--- src/rtl/branch_stat_pkg.sv ---
// Shared register map, CTRL layout and helpers for the branch statistics block.
package branch_stat_pkg;

  localparam logic [2:0] BR_LO  = 3'd0;
  localparam logic [2:0] BR_HI  = 3'd1;
  localparam logic [2:0] HIT_LO = 3'd2;
  localparam logic [2:0] HIT_HI = 3'd3;
  localparam logic [2:0] MSP_LO = 3'd4;
  localparam logic [2:0] MSP_HI = 3'd5;
  localparam logic [2:0] CTRL   = 3'd6;
  localparam logic [2:0] RSVD   = 3'd7;

  localparam int CTRL_EN_BIT  = 0;
  localparam int CTRL_CLR_BIT = 1;
  localparam int CTRL_SAT_BIT = 2;

  // First member is the MSB, so en lands on bit 0 and sat_any on bit 2.
  typedef struct packed {
    logic sat_any;
    logic clr;
    logic en;
  } ctrl_t;

  // CTRL as software sees it on the 16-bit bus.
  function automatic logic [15:0] ctrl_to_word(input ctrl_t c);
    return {13'd0, c};
  endfunction

endpackage

--- src/rtl/branch_stat_regs_sat_counter.sv ---
// Saturating event counter with a shadow of its upper bits for tear-free LO/HI reads.
module sat_counter
  import branch_stat_pkg::*;
#(
  parameter int W = 32
) (
  input  logic          clk,
  input  logic          rst_n,
  input  logic          clr,
  input  logic          inc,
  input  logic          snap,
  output logic [15:0]   lo,
  output logic [W-17:0] hi_shadow,
  output logic          sat
);

  logic [W-1:0]  cnt_q, cnt_d;
  logic [W-17:0] shadow_q, shadow_d;

  assign sat       = &cnt_q;
  assign lo        = cnt_q[15:0];
  assign hi_shadow = shadow_q;

  // Next state: shadow captures the pre-increment upper bits; clear overrides everything.
  always_comb begin
    cnt_d    = cnt_q;
    shadow_d = shadow_q;
    if (snap) shadow_d = cnt_q[W-1:16];
    if (inc && !sat) cnt_d = cnt_q + W'(1);
    if (clr) begin
      cnt_d    = '0;
      shadow_d = '0;
    end
  end

  // Counter and shadow registers with synchronous active-low reset.
  always_ff @(posedge clk) begin
    if (!rst_n) begin
      cnt_q    <= '0;
      shadow_q <= '0;
    end else begin
      cnt_q    <= cnt_d;
      shadow_q <= shadow_d;
    end
  end

endmodule

--- src/rtl/branch_stat_regs.sv ---
// Memory-mapped branch statistics: three saturating counters plus a CTRL register.
module branch_stat_regs
  import branch_stat_pkg::*;
#(
  parameter int CNT_W      = 32,
  parameter bit ENABLE_RST = 1'b1
) (
  input  logic        clk,
  input  logic        rst_n,
  input  logic        inc_br_cnt,
  input  logic        inc_hit_cnt,
  input  logic        inc_mispr_cnt,
  input  logic [2:0]  addr,
  input  logic        re,
  input  logic        we,
  input  logic [15:0] wr_data,
  output logic [15:0] rd_data,
  output logic        rd_valid
);

  logic        en_q, en_d;
  logic [15:0] rd_data_q, rd_data_d;
  logic        rd_valid_q;
  logic        wr_ctrl, clr;
  ctrl_t       ctrl;

  logic [15:0]      br_lo, hit_lo, msp_lo;
  logic [CNT_W-17:0] br_hi, hit_hi, msp_hi;
  logic             br_sat, hit_sat, msp_sat;

  // Only bits 1:0 of a write carry meaning.
  logic unused_wr_bits;
  assign unused_wr_bits = ^wr_data[15:2];

  assign wr_ctrl = we && (addr == CTRL);
  assign clr     = wr_ctrl && wr_data[CTRL_CLR_BIT];
  assign en_d    = wr_ctrl ? wr_data[CTRL_EN_BIT] : en_q;

  sat_counter #(.W(CNT_W)) u_br (
    .clk(clk), .rst_n(rst_n), .clr(clr), .inc(en_q && inc_br_cnt),
    .snap(re && (addr == BR_LO)), .lo(br_lo), .hi_shadow(br_hi), .sat(br_sat)
  );

  sat_counter #(.W(CNT_W)) u_hit (
    .clk(clk), .rst_n(rst_n), .clr(clr), .inc(en_q && inc_hit_cnt),
    .snap(re && (addr == HIT_LO)), .lo(hit_lo), .hi_shadow(hit_hi), .sat(hit_sat)
  );

  sat_counter #(.W(CNT_W)) u_msp (
    .clk(clk), .rst_n(rst_n), .clr(clr), .inc(en_q && inc_mispr_cnt),
    .snap(re && (addr == MSP_LO)), .lo(msp_lo), .hi_shadow(msp_hi), .sat(msp_sat)
  );

  // Read mux over pre-write state; rd_data holds between reads.
  always_comb begin
    ctrl.en      = en_q;
    ctrl.clr     = 1'b0;
    ctrl.sat_any = br_sat | hit_sat | msp_sat;
    rd_data_d    = rd_data_q;
    if (re) begin
      case (addr)
        BR_LO:   rd_data_d = br_lo;
        BR_HI:   rd_data_d = 16'(br_hi);
        HIT_LO:  rd_data_d = hit_lo;
        HIT_HI:  rd_data_d = 16'(hit_hi);
        MSP_LO:  rd_data_d = msp_lo;
        MSP_HI:  rd_data_d = 16'(msp_hi);
        CTRL:    rd_data_d = ctrl_to_word(ctrl);
        default: rd_data_d = 16'd0;
      endcase
    end
  end

  // CTRL enable bit and registered read port.
  always_ff @(posedge clk) begin
    if (!rst_n) begin
      en_q       <= ENABLE_RST;
      rd_data_q  <= 16'd0;
      rd_valid_q <= 1'b0;
    end else begin
      en_q       <= en_d;
      rd_data_q  <= rd_data_d;
      rd_valid_q <= re;
    end
  end

  assign rd_data  = rd_data_q;
  assign rd_valid = rd_valid_q;

endmodule

--- config.mk ---
export PLATFORM = sky130hd
export DESIGN_NAME = branch_stat_regs
export DESIGN_NICKNAME = d
export VERILOG_FILES = /design/src/rtl/branch_stat_pkg.sv /design/src/rtl/branch_stat_regs_sat_counter.sv /design/src/rtl/branch_stat_regs.sv
export SDC_FILE = /design/constraint.sdc
export NUM_CORES = 1
export LEC_CHECK = 0
export CELL_PAD_IN_SITES_DETAIL_PLACEMENT = 1
export CELL_PAD_IN_SITES_GLOBAL_PLACEMENT = 1
export CORE_MARGIN = 5
export CORE_UTILIZATION = 45
export DETAILED_ROUTE_END_ITERATION = 8
export GPL_TIMING_DRIVEN = 1
export PLACE_DENSITY = 0.92
export REMOVE_ABC_BUFFERS = 1
export SLEW_MARGIN = 20
export SYNTH_ARGS = -nofsm -noshare
export SYNTH_HDL_FRONTEND = slang
export SYNTH_SLANG_ARGS = --single-unit
export TNS_END_PERCENT = 1
--- constraint.sdc ---
create_clock -name clk -period 5.34 [get_ports clk]
set_input_delay 1.068 -clock clk [delete_from_list [all_inputs] [get_ports clk]]
set_output_delay 1.068 -clock clk [all_outputs]
set_load 0.01 [all_outputs]
# Yosys cells after proc, flatten, opt, wreduce, memory -nomap -nowiden
# Cells that the tools add are included.
# classes
add_sub_neg	3
mul	0
n_div	0
order_cmp	0
n_eq_ne	6
shifts	0
mux	1
bitwise	3
n_reduce_logical	19
# op_table
op	count
16-bit one-hot mux with 7 select lines	1
32-bit by 1-bit adder with 32-bit output, second input constant	3
32-bit AND reduction	3
1-bit logical AND	11
3-bit equality test, second input constant	3
3-bit by 2-bit equality test with 1-bit output, second input constant	2
3-bit by 1-bit equality test with 1-bit output, second input constant	1
1-bit logical NOT	3
3-bit logical NOT	1
1-bit OR	2
2-bit OR reduction	1
1-bit inverter	1
# totals
register_bits	162
latchBits	0
mem_bits_rw	0
mem_bits_ro	0
inputBits	26
out_inout_bits	17
wordCells	41
memories	0

# Depth between registers and ports, before layout
# Gate-level depths: netlist (run 1).
# logic_depth
ltp_word	4
ltp_mapped	8
ltp_nobuf	7

# By module
# A second synthesis (run 1) with hierarchy kept.
# unflattened
hier_cells	970
hier_area_um2	8778.4
# by_module_without_submodules
mod	n_inst	cells_each	area_per_inst_um2	seq_area_each_um2
sat_counter	3	263	2412.3	960.9
branch_stat_regs	1	181	1541.5	360.3

# Least setup slack after synthesis (run 1)
# Ideal clock, no wire load.
# synth_path
path_kind	input port to flip-flop
startpoint	input port addr[0]
endpoint	register rd_data_q[15] (netlist: rd_data[15])
setup_ns	0.125
arrival_ns	2.536
required_time_ns	5.215
slack_ns	2.679
path_stages	5
path_buffers	2
path_cell_list	clkbuf_1 > clkbuf_1 > mux4_2 > a221oi_1 > nor3b_1
# synth_via
elab_chain_cells	2
word_cells_on_any_way	8
classes_between	eq/ne (6); mux (1); reduce/logical (1)
# synth_rtl
item	line_no	text
start: declaration	branch_stat_regs.sv:13	input logic [2:0] addr,
3-bit equality test, or another cell as far along	branch_stat_regs.sv:61	case (addr)
16-bit one-hot mux with 7 select lines (*)	branch_stat_regs.sv:61	
end signal: assignment	branch_stat_regs.sv:82	rd_data_q <= rd_data_d;
end: declaration	branch_stat_regs.sv:22	logic [15:0] rd_data_q, rd_data_d;
# Every way passes the cells marked *; elsewhere a longest branch is shown, timed or not.
# A chain may end at the register's enable or synchronous reset.

# Worst setup path in the final report (run 1)
# layout_path
startpoint	input port addr[1]
endpoint	register u_msp.shadow_q[6] (netlist: u_msp.hi_shadow[6])
# layout_via
elab_chain_cells	4
word_cells_on_any_way	6
classes_between	eq/ne (2); reduce/logical (4)
# layout_rtl
item	line_no	text
3-bit equality test	branch_stat_regs.sv:35	assign wr_ctrl = we && (addr == CTRL);
1-bit logical AND	branch_stat_regs.sv:35	
1-bit logical AND	branch_stat_regs.sv:36	assign clr = wr_ctrl && wr_data[CTRL_CLR_BIT];
2-bit OR reduction (no source line)	n/a	
end signal: assignment	branch_stat_regs_sat_counter.sv:43	shadow_q <= shadow_d;
end: declaration	branch_stat_regs_sat_counter.sv:18	logic [W-17:0] shadow_q, shadow_d;
# Parallel ways exist; a longest one is shown, timed or not.

==> results.cfg, run 1 <==
[critical_path]
r2r_setup_slack_ns = 2.62
cp.arrival_ns = 3.54
r2r_cells = 6
critPathKind = input pin to register
required_ns = 5.65
start_kind = input pin
rr_endpoint = u_msp.cnt_q[3]$_SDFFE_PP0P_
cp_max_fo = 87
r2r_start = u_msp.cnt_q[4]$_SDFFE_PP0P_
worst_setup_path_end_kind = register

[clock_network]
htreeDepth = 4
post_cts_resized = 0
root_buffer = clkbuf_16
post-cts-setup-buffer-count = 0
cts_tree = built
clock-sinks = 162
clkTransAtPathRegs_ns = 0.06
cts_max_path_buffers = 2
ctsHoldBuffers = 0
cts_buffers = 17
clk_latency_ns = 0.44

[layout]
antennaDiodeCount = 0
drive_gt1_share_pct = 6.146
nets = 977
final_cell_mix = 168 x nand2_1, 162 x dfxtp_1, 99 x nor2_1, 73 x a21oi_1, 41 x nand3_1
final_common_cell = nand2_1
area_delta_synth_final_pct = 13.51

[timing]
finClkSkew_ns = 0.009240
setup_tns_ns = 0
timing.fmax_ghz = 0.3091
slew_violations = 0
fin_ws_ns = 2.105
setup_violations = 0
hold_viol_final = 0
grt_setup_unrepaired = false
worstMarginPinSlew_ns = 1.017
final.min_clock_period_ns = 3.235
fin_crit_sh_pct = 60.59
max-slew-margin-rel_pct = 32.18

[floorplanning]
ios = 43
start_util_pct = 45.96
die_area_sq_mm = 0.01964
die_w_microns = 140.1
core_sq_mm = 0.01658
fp.dieH_microns = 140.1
rows = 47

[global_routing]
grt_pass1_wl_microns = 39920
antenna_found_initial = 0
grt_util_met1_pct = 31.62
use_met3_pct = 4.806
grt_pass1_vias = 7322
met2_usage_pct = 42.06
grt_max_degree = 88
grtUsageTotal_pct = 25.28
busiest_layer = met2
grt_overflow = 0

[yosys]
synth_seq_cells = 162
yosys_warnings = 0
avgSynthCellArea_sq_um = 8.074
synthCells = 944
ys_seq_area_share_pct = 42.55
syn-cell-area_sq_mm = 0.007622
synth_cell_types = 47

[worst_hold_path]
worstHoldPathType = register to register
min_from = u_hit.hi_shadow[6]$_SDFFE_PP0P_
holdPathEnd = u_hit.hi_shadow[6]$_SDFFE_PP0P_
hold_path_depth = 2

[route]
drt_iter0_drc = 644
routed_wl_microns = 24690
ant_nets = 0
routed-via-count = 7165
drt-pass1-iter-count = 5
drc = 0
vias_per_cell = 6.072
post_drt_wl_per_cell_microns = 20.92

[status]
outcome = completed

[place]
place_hpwl_microns = 16190
io_buffers = 28
place_ws_ns = 1.611
place_congestion = 0.8758

[power]
power.density_mw_per_mm2 = 298.1
p_total_w = 0.002579
vdd_drop_max_uv = 247.7
p_leak_nw = 2.800

[job]
maxCapViolations = 0
==> state kept, by name, summed over array words and instances (netlist names) <==
name	flops
en_q	1
rd_data	16
rd_valid	1
u_br.cnt_q	32
u_br.hi_shadow	16
u_hit.cnt_q	32
u_hit.hi_shadow	16
u_msp.cnt_q	32
u_msp.hi_shadow	16
==> cell families after synthesis <==
logic type      synth area share [%]
xor+xnor                       7.814
fa+ha+maj                     0.4925
simple gates                   28.40
compound gates                 12.75
buf+inv                        3.053
flops                          42.55
mux                            4.941
==> where the power goes <==
group	internal [W]	switching [W]
combinational	0.0000410	0.0000827
clock	0.000719	0.000509
sequential	0.00122	0.0000100
==> Yosys cell counts, drive strengths merged <==
master  count  area, sq um
xnor2      37        324.1
and3       25        161.4
clkbuf     41        153.9
or3        20        125.1
nand4b      2        17.52
a31oi       7        43.79
a22oi       8        60.06
a21o        2        15.01
or4         2        15.01
ha          3        37.54
or2         1        6.260
and2        5        31.28
nor4b       3        26.28
mux2i      23        230.2
nand4      29        187.7
nor3       23        115.1
nand3      41        205.2
nor3b       6        45.04
buf         8        37.54
o211ai     18        135.1
nand2     169        634.4
o41ai       1        8.760
mux4        3        67.56
o311ai      2        17.52
a21boi      9        67.57
a21oi      73        365.4
a211oi      2        15.01
inv        11        41.29
o31a        1        8.760
o21ai      40        200.2
nor4        8        83.83
dfxtp     162         3243
a221oi      4        35.03
and4        8        70.07
nand3b      1        7.510
xor2       31        271.5
nor2b       8        50.05
nor2      100        382.9
mux2        7        78.83
==> worst max path at each step <==
stage                 start                               to  slack, ns
global placement         re          rd_data[3]$_SDFFE_PN0P_       1.68
global route        addr[1]  u_msp.hi_shadow[6]$_SDFFE_PP0P_       1.97
detailed placement       re          rd_data[4]$_SDFFE_PN0P_       1.61
CTS                 addr[1]          rd_data[6]$_SDFFE_PN0P_       2.04
floorplan           addr[1]     u_hit.cnt_q[17]$_SDFFE_PP0P_       1.25
finish              addr[1]  u_msp.hi_shadow[6]$_SDFFE_PP0P_       2.10
==> stage by stage <==
| stage | cell area (sq um) | hold slack [ns] | utilization [%] | cells |
|---|---|---|---|---|
| 2_1_floorplan | 7431 | 0.4319 | - | 895 |
| 3_3_place_gp | 8058 | 0.4423 | 48.59 | 1149 |
| 3_5_place_dp | 8058 | 0.4498 | 48.59 | 1149 |
| 4_1_cts | 8637 | 0.4593 | 52.08 | 1180 |
| 5_1_grt | 8652 | 0.4672 | 52.17 | 1180 |
| 6_report | 8652 | 0.4559 | 52.17 | 1180 |
==> routing by layer <==
layer | vias up | share of wire, %
met3 | 65 | 5.8
met5 | - | 0
met4 | 0 | 4.1
met2 | 226 | 48
met1 | 3569 | 42
li1 | 3305 | -
==> worst max-delay path, stage by stage <==
cell             delay, ns
clkdlybuf4s50_1       0.48
nor2b_1               0.38
and3_1                0.26
nand2_1               0.11
nand2_4               0.73
buf_12                0.34
a21oi_1               0.10
==> cell type report <==
type	count	area, sq um
Clock inverter	10	108.9
Inverter	11	41.29
Multi-Input combinational cell	722	4175
Sequential cell	162	3243
Fill cell	1994	7931
Timing Repair Buffer	34	337.8
Tap cell	220	275.3
Clock buffer	21	470.5
No activity file was read; power rests on OpenSTA's default activity.
==> run 2, diff against run 1 <==
CORE_UTILIZATION = 41   (was 45)
PLACE_DENSITY = 0.88   (was 0.92)
clock period = 2.7 ns   (was 5.34 ns; I/O delays follow)
==> run 2 against run 1 <==
Clock skew hardly changed. Die area is 9.1% higher. Wire length is 2.1% lower. Combinational power is 130% higher. Critical path type is now register to register. Largest cell class unchanged. Highest routed layer unchanged.
==> results.cfg, run 2 (synthesis gave the netlist of run 1 again) <==
[status]
outcome = completed

[timing]
fin_ws_ns = 0.2341
holdWs_ns = 0.4556
slew_violations = 0
worstMarginPinSlew_ns = 0.9238
setup_violations = 0
finClkSkew_ns = 0.009071
timing.fmax_ghz = 0.4055
final.min_clock_period_ns = 2.466
max-slew-margin-rel_pct = 38.12
hold_viol_final = 0
grt_setup_unrepaired = false
fin_crit_sh_pct = 91.33

[route]
topRoutingLayerUsed = met4
drc = 0
post_drt_wl_per_cell_microns = 19.82
wl_met2_microns = 11440
drt_iter0_drc = 719
wl_met1_microns = 10360
vias_per_cell = 5.935
routed_wl_microns = 24180
ant_nets = 0
wl_met3_microns = 1338
routed-via-count = 7241
drt-pass1-iter-count = 6

[layout]
multi_input_area_sq_mm = 0.004160
final_common_cell = nand2_1
final_area_sq_mm = 0.008926
nets = 1007
fill_cells = 2179
drive_gt1_share_pct = 8.779
fin_cells = 1220
final_cell_mix = 168 x nand2_1, 162 x dfxtp_1, 99 x nor2_1, 73 x a21oi_1, 41 x nand3_1
antennaDiodeCount = 0
seqCellArea_sq_mm = 0.003243
top_regs = u_br.cnt_q x32, u_hit.cnt_q x32, u_msp.cnt_q x32
area_delta_synth_final_pct = 17.10

[clock_network]
post_cts_resized = 0
post-cts-setup-buffer-count = 0
cts_tree = built
cts_max_path_buffers = 2
ctsHoldBuffers = 0
root_buffer = clkbuf_16
clock-sinks = 162
clk_latency_ns = 0.43
htreeDepth = 4
clkTransAtPathRegs_ns = 0.07
cts_buffers = 17

[power]
p_total_w = 0.005082
power.density_mw_per_mm2 = 569.4
p_leak_nw = 2.951
vdd_drop_max_uv = 245.7

[place]
io_buffers = 28
place_ws_ns = 0.1093
place_area_sq_mm = 0.008357
place_congestion = 0.9024
dp.cells = 1188
place_hpwl_microns = 16710

[global_routing]
grtUsageTotal_pct = 22.52
grt_max_degree = 39
grt_pass1_wl_microns = 39000
grt_pass1_vias = 7398
grt_overflow = 0
antenna_found_initial = 0

[critical_path]
start_kind = register
path_common_cell = and4_1
critPathSlowestCell = a31oi_1
worst_setup_path_end_kind = register
required_ns = 3.02
critPathTopFamily = simple AND/OR/NAND/NOR gates
cp_slowest_stage_delay_ns = 0.80
worstPathCellList = and4_1 -> and4_1 -> a31oi_1 -> nand4_1 -> xor2_1 -> nor2_1
cp.arrival_ns = 2.79
critPathKind = register to register
crit_buf_inv = 0
cp_max_fo = 11

[floorplanning]
die_w_microns = 146.4
fp.dieH_microns = 146.4
core_sq_mm = 0.01815
ios = 43
start_util_pct = 42.00
die_area_sq_mm = 0.02142
rows = 49

[worst_hold_path]
worstHoldPathType = register to register

[job]
maxCapViolations = 0
[run 2: cell count changes in the layout (fill, tap and decap cells not counted)]
| cell | change |
|---|---|
| buf_4 | +25 |
| buf_12 | +5 |
| clkbuf_8 | -3 |
| clkinvlp_4 | +3 |
| a31oi_1 | +2 |
| a31oi_2 | -2 |
| inv_6 | +1 |
| nor2b_1 | +1 |
| nor2b_2 | -1 |
[run 2: cell type report]
type                    count  share of cell area, %
multi-input cells         722                  46.61
flip-flops and latches    162                  36.33
repair buffers             64                  7.009
clock buffers              18                  4.808
well taps                 229                  3.210
clock inverters            14                  1.570
inverters                  11                 0.4626
[run 2: tightest hold or removal path, delay by kind of cell (launching register included)]
| kind | cells | cell delay [ns] |
|---|---|---|
| simple gates | 1 | 0.05 |
| flops | 1 | 0.31 |
| compound gates | 1 | 0.05 |
[run 2: routing by layer]
| layer | vias up | track usage [%] |
|---|---|---|
| met5 | - | 0 |
| met4 | 0 | 11.19 |
| met3 | 63 | 4.245 |
| met2 | 253 | 37.00 |
| met1 | 3558 | 28.37 |
| li1 | 3367 | - |
[run 2: path summary, 6_finish.rpt]
path                                                   endpoint  cells past startpoint                             from  slack (ns)
worst min-delay path            u_hit.hi_shadow[1]$_SDFFE_PP0P_                      2  u_hit.hi_shadow[1]$_SDFFE_PP0P_        0.46
worst min register to register  u_hit.hi_shadow[1]$_SDFFE_PP0P_                      2  u_hit.hi_shadow[1]$_SDFFE_PP0P_        0.46
worst max register to register       u_br.cnt_q[9]$_SDFFE_PP0P_                      6       u_br.cnt_q[8]$_SDFFE_PP0P_        0.23
worst max-delay path                 u_br.cnt_q[9]$_SDFFE_PP0P_                      6       u_br.cnt_q[8]$_SDFFE_PP0P_        0.23
[run 2: metrics by stage]
step	TNS (ns)	util [%]
finish	0	49.19
global route	0	49.19
CTS	0	49.19
detailed placement	0	46.05
global placement	0	46.05
floorplan	-102.20	-
[run 2: report_power, final]
part / internal, W / switching, W / total, W
logic: 0.000110 / 0.000170 / 0.000280
clock network: 0.00136 / 0.00102 / 0.00237
registers: 0.00241 / 0.0000206 / 0.00243
total: 0.00387 / 0.00121 / 0.00508
==> RTL edit 1: new RTL, config.mk and constraints of run 2 <==
Add an input register stage for `inc_mispr_cnt`, without a reset; this delays it by one clock. The other inputs are not delayed to match.
--- a/src/rtl/branch_stat_regs.sv
+++ b/src/rtl/branch_stat_regs.sv
@@ -18,4 +18,10 @@
   output logic        rd_valid
 );
+
+  logic inc_mispr_cnt_q;
+
+  always_ff @(posedge clk) begin
+    inc_mispr_cnt_q <= inc_mispr_cnt;
+  end
 
   logic        en_q, en_d;
@@ -48,5 +54,5 @@
 
   sat_counter #(.W(CNT_W)) u_msp (
-    .clk(clk), .rst_n(rst_n), .clr(clr), .inc(en_q && inc_mispr_cnt),
+    .clk(clk), .rst_n(rst_n), .clr(clr), .inc(en_q && inc_mispr_cnt_q),
     .snap(re && (addr == MSP_LO)), .lo(msp_lo), .hi_shadow(msp_hi), .sat(msp_sat)
   );
Function: changed (Yosys sat finds a counterexample within 4 cycles, from zero or initial values and one cycle with rst_n low).
==> RTL edit 1 against run 2 <==
  * Worst setup slack improved by 6.1 ps
  * Critical endpoint unchanged
  * Routed wire length fell by 1.6%
  * Sequential share of layout area rose by 0.22 points
  * Count of clock-buffer cells in the layout rose by 2
  * Sequential cell count rose by 1
  * Critical path type unchanged
  * Clock power rose by 3%
  * Combinational power fell by 2%
  * Total power rose by 1.6%
  * Via count fell by 1.8%
  * Final area did not move
  * Area after synthesis rose by 0.26%
==> RTL edit 1: results (changes against run 2) <==
stage;metric;value;unit;change
status;outcome;finished, final reports clean;;
placed_design;gp_congestion;0.8882;;-1.6%
worst_setup_path;max_stage_delay;880;ps;+80 ps
pwr;p_leak;2.929;nW;-0.75%
global_routing;grt_pass1_vias;7178;;-3.0%
timing;fin_skew;11.31;ps;+2.237 ps
cells_and_area;fin_nets;1002;;-0.50%
synthesis;synth.area.top_cells;dfxtp_1 (43%), nand2_1 (8.3%), nor2_1 (4.9%);;
placed_design;dp_worst_setup_slack;87.02;ps;-22.31 ps
drt;vias;7112;;-1.8%
cells_and_area;fin_util;0.4820;;-0.009837
drt;first_pass_iters;5;;-1
placed_design;placed_cell_area;8338;µm²;-0.22%
cells_and_area;fillers;2202;;+1.1%
timing;finalHoldWorstSlack;453.6;ps;-1.992 ps
synthesis;synth-seq-cells;163;;+0.62%
drt;routed_via_density;5.830;;-1.8%
worst_hold_path;whs_endpoint;u_hit.hi_shadow[14];;
global_routing;grt.total_usage;0.2215;;-0.003674
synthesis;synth_cells;945;;+0.11%
cells_and_area;clk_share;0.06588;;+0.002103
synthesis;ys_seq_area_frac;0.4270;;+0.001505
timing;tightest_slew;1032;ps;+108.2 ps
pwr;irDropWorstVdd;0.2807;mV;+14%
cells_and_area;layout-drive-gt1-share;0.08215;;-0.005640
cells_and_area;buf_share;0.06504;;-0.005046
==> RTL edit 1: cell count changes in the layout (fill, tap and decap cells not counted), sizes merged <==
cell,run 2,this run
clkinv,6,2
clkbuf,18,20
buf,36,30
clkinvlp,5,7
dfxtp,162,163
==> RTL edit 1: layer usage <==
| metal | GRT usage | wire length (µm) |
|---|---|---|
| met5 | 0 | 0 |
| met4 | 0.07526 | 631 |
| met3 | 0.03849 | 1208 |
| met2 | 0.3744 | 11610 |
| met1 | 0.2865 | 10350 |
==> RTL edit 1: cells by family (layout without fill, tap and decap cells) <==
kind of cell             Yosys count  in the layout  share of synthesized area
flip-flops                       163            163                     0.4270
multiplexers                      33             33                    0.04928
AO/OA/AOI/OAI                    167            167                     0.1272
AND/OR/NAND/NOR                  451            451                     0.2832
adder cells (fa/ha/maj)            3              3                   0.004912
buffers and inverters             60            101                    0.03045
XOR/XNOR                          68             68                    0.07793
==> RTL edit 1: worst min-delay path, stage by stage (launching register included) <==
cell and delay [ps]:
dfxtp_1 310, nand2_1 50, a21oi_1 50
==> RTL edit 1: worst max path at each step <==
stage | slack [ps] | endpoint | depth (start not counted) | startpoint
2_1_floorplan | -860 | u_hit.cnt_q[17] | 5 | addr[1]
3_3_place_gp | 180 | u_hit.cnt_q[29] | 7 | inc_hit_cnt
3_5_place_dp | 90 | u_br.cnt_q[28] | 6 | inc_br_cnt
4_1_cts | 280 | u_br.cnt_q[9] | 6 | u_br.cnt_q[10]
5_1_grt | 90 | u_br.cnt_q[11] | 6 | u_br.cnt_q[8]
6_report | 240 | u_br.cnt_q[9] | 6 | u_br.cnt_q[10]
==> RTL edit 1: where the power goes <==
part	switching (mW)	internal, mW
Sequential	0.0192	2.42
Combinational	0.167	0.106
Clock	1.04	1.41
==> RTL edit 2: new RTL, config.mk and constraints of run 2 <==
Without the edit above. The parameter `CNT_W` goes from 32 to 40.
--- a/src/rtl/branch_stat_regs.sv
+++ b/src/rtl/branch_stat_regs.sv
@@ -3,5 +3,5 @@
   import branch_stat_pkg::*;
 #(
-  parameter int CNT_W      = 32,
+  parameter int CNT_W      = 40,
   parameter bit ENABLE_RST = 1'b1
 ) (
Function: same outputs for any inputs over 10 cycles, from zero or initial values and one cycle with rst_n low; that may be too few to reach the edited logic, so the function may still have changed.
==> RTL edit 2 against run 2 <==
  * Global-route usage grew 1.8 points
  * Largest power group unchanged
  * Worst hold slack better by 3.2 ps
  * First-iteration DRC count shrank 2.8%
  * Maximum frequency fell by 0.67%
  * Total power rose by 13%
  * Area after synthesis increased by 24%
  * Routed wire length up 32%
  * Synthesized cell count up 23%
  * Non-clock buffer count grew 19
  * Sequential cell count grew 24
  * Worst setup slack worse by 17 ps
  * Final area rose by 21%
==> RTL edit 2: results (changes against run 2) <==
stage;metric;value;unit;change
drt;wl_met1;13860;µm;+34%
drt;route.met3.wl;1903;µm;+42%
drt;first_pass_iters;5;;-1
status;outcome;finished, final reports clean;;
synthesis;synthDistinctLibCells;65;;+38%
timing;fin_skew;10.53;ps;+1.459 ps
synthesis;ys_seq_area_frac;0.3954;;-0.03010
pwr;irDropWorstVdd;0.3961;mV;+61%
placed_design;placed_cell_area;10180;µm²;+22%
placed_design;dp_worst_setup_slack;60.78;ps;-48.55 ps
cells_and_area;final_cell_count_no_fill;1492;;+22%
cells_and_area;reg_top3;u_br.cnt_q (40), u_hit.cnt_q (40), u_msp.cnt_q (40);;
synthesis;syn_avg_cell_area;8.105;µm²;+0.38%
synthesis;synth.area.top_cells;dfxtp_1 (40%), a21oi_1 (8.2%), nand2_1 (6.5%);;
global_routing;grt.total_usage;0.2427;;+0.01758
drt;drtIter0Drc;699;;-2.8%
drt;drt-total-wl;31960;µm;+32%
timing;tightest_slew;639.1;ps;-284.8 ps
drt;vias;9529;;+32%
pwr;p_leak;3.395;nW;+15%
worst_setup_path;crit_arrival;2850;ps;+60 ps
cells_and_area;layout-drive-gt1-share;0.09859;;+0.01080
global_routing;grt_pass1_wl;51490;µm;+32%
worst_setup_path;path_max_fanout;28;;+17
drt;route.met2.wl;14700;µm;+29%
synthesis;synth_common_cells;dfxtp_1 (186), nand2_1 (163), a21oi_1 (155), nand3_1 (63), nor2_1 (48);;
global_routing;grt_pass1_vias;9676;;+31%
global_routing;grt_max_degree;59;;+51%
placed_design;gp_congestion;0.8523;;-5.6%
placed_design;dp_cells;1460;;+23%
cells_and_area;fin_nets;1223;;+21%
worst_setup_path;reg2reg_depth;8;;+2
placed_design;dp_hpwl;22010;µm;+32%
## RTL edit 2: power breakdown
part	internal, mW	switching [mW]	total (mW)
sequential	2.76	0.0211	2.78
clock	1.44	1.25	2.68
combinational	0.102	0.186	0.288
total	4.29	1.45	5.75
## RTL edit 2: cell type report
class,count,area [µm²]
well taps,285,356.6
inverters,18,67.56
multi-input cells,888,5326
fillers,2718,11850
repair buffers,83,708.2
flip-flops and latches,186,3724
clock inverters,14,171.4
clock buffers,18,439.2
## RTL edit 2: final timing paths
check	start	to	slack, ps
max	u_hit.cnt_q[3]	u_hit.cnt_q[4]	220
min	u_hit.hi_shadow[9]	u_hit.hi_shadow[9]	460
max reg2reg	u_hit.cnt_q[3]	u_hit.cnt_q[4]	220
min reg2reg	u_hit.hi_shadow[9]	u_hit.hi_shadow[9]	460
## RTL edit 2: cells by family (layout without fill, tap and decap cells)
group	after synthesis	in the layout	synth area share
XOR/XNOR	6	6	0.005580
flip-flops	186	186	0.3954
multiplexers	37	37	0.04384
buffers and inverters	88	133	0.04092
AO/OA/AOI/OAI	326	326	0.2106
adder cells (fa/ha/maj)	3	3	0.003986
AND/OR/NAND/NOR	516	516	0.2997
## RTL edit 2: critical path: stages (launching register included)
cell	delay (ps)
dfxtp_1	500
nand4_2	200
buf_4	210
nor4_1	480
buf_4	220
and4_1	180
buf_4	260
o21ai_0	170
a21oi_1	170
## RTL edit 2: routing by layer
metal  GRT usage  vias up
met4      0.1218        0
li1            -     4412
met3     0.04593      100
met1      0.3128     4695
met5           0        -
met2      0.3896      322
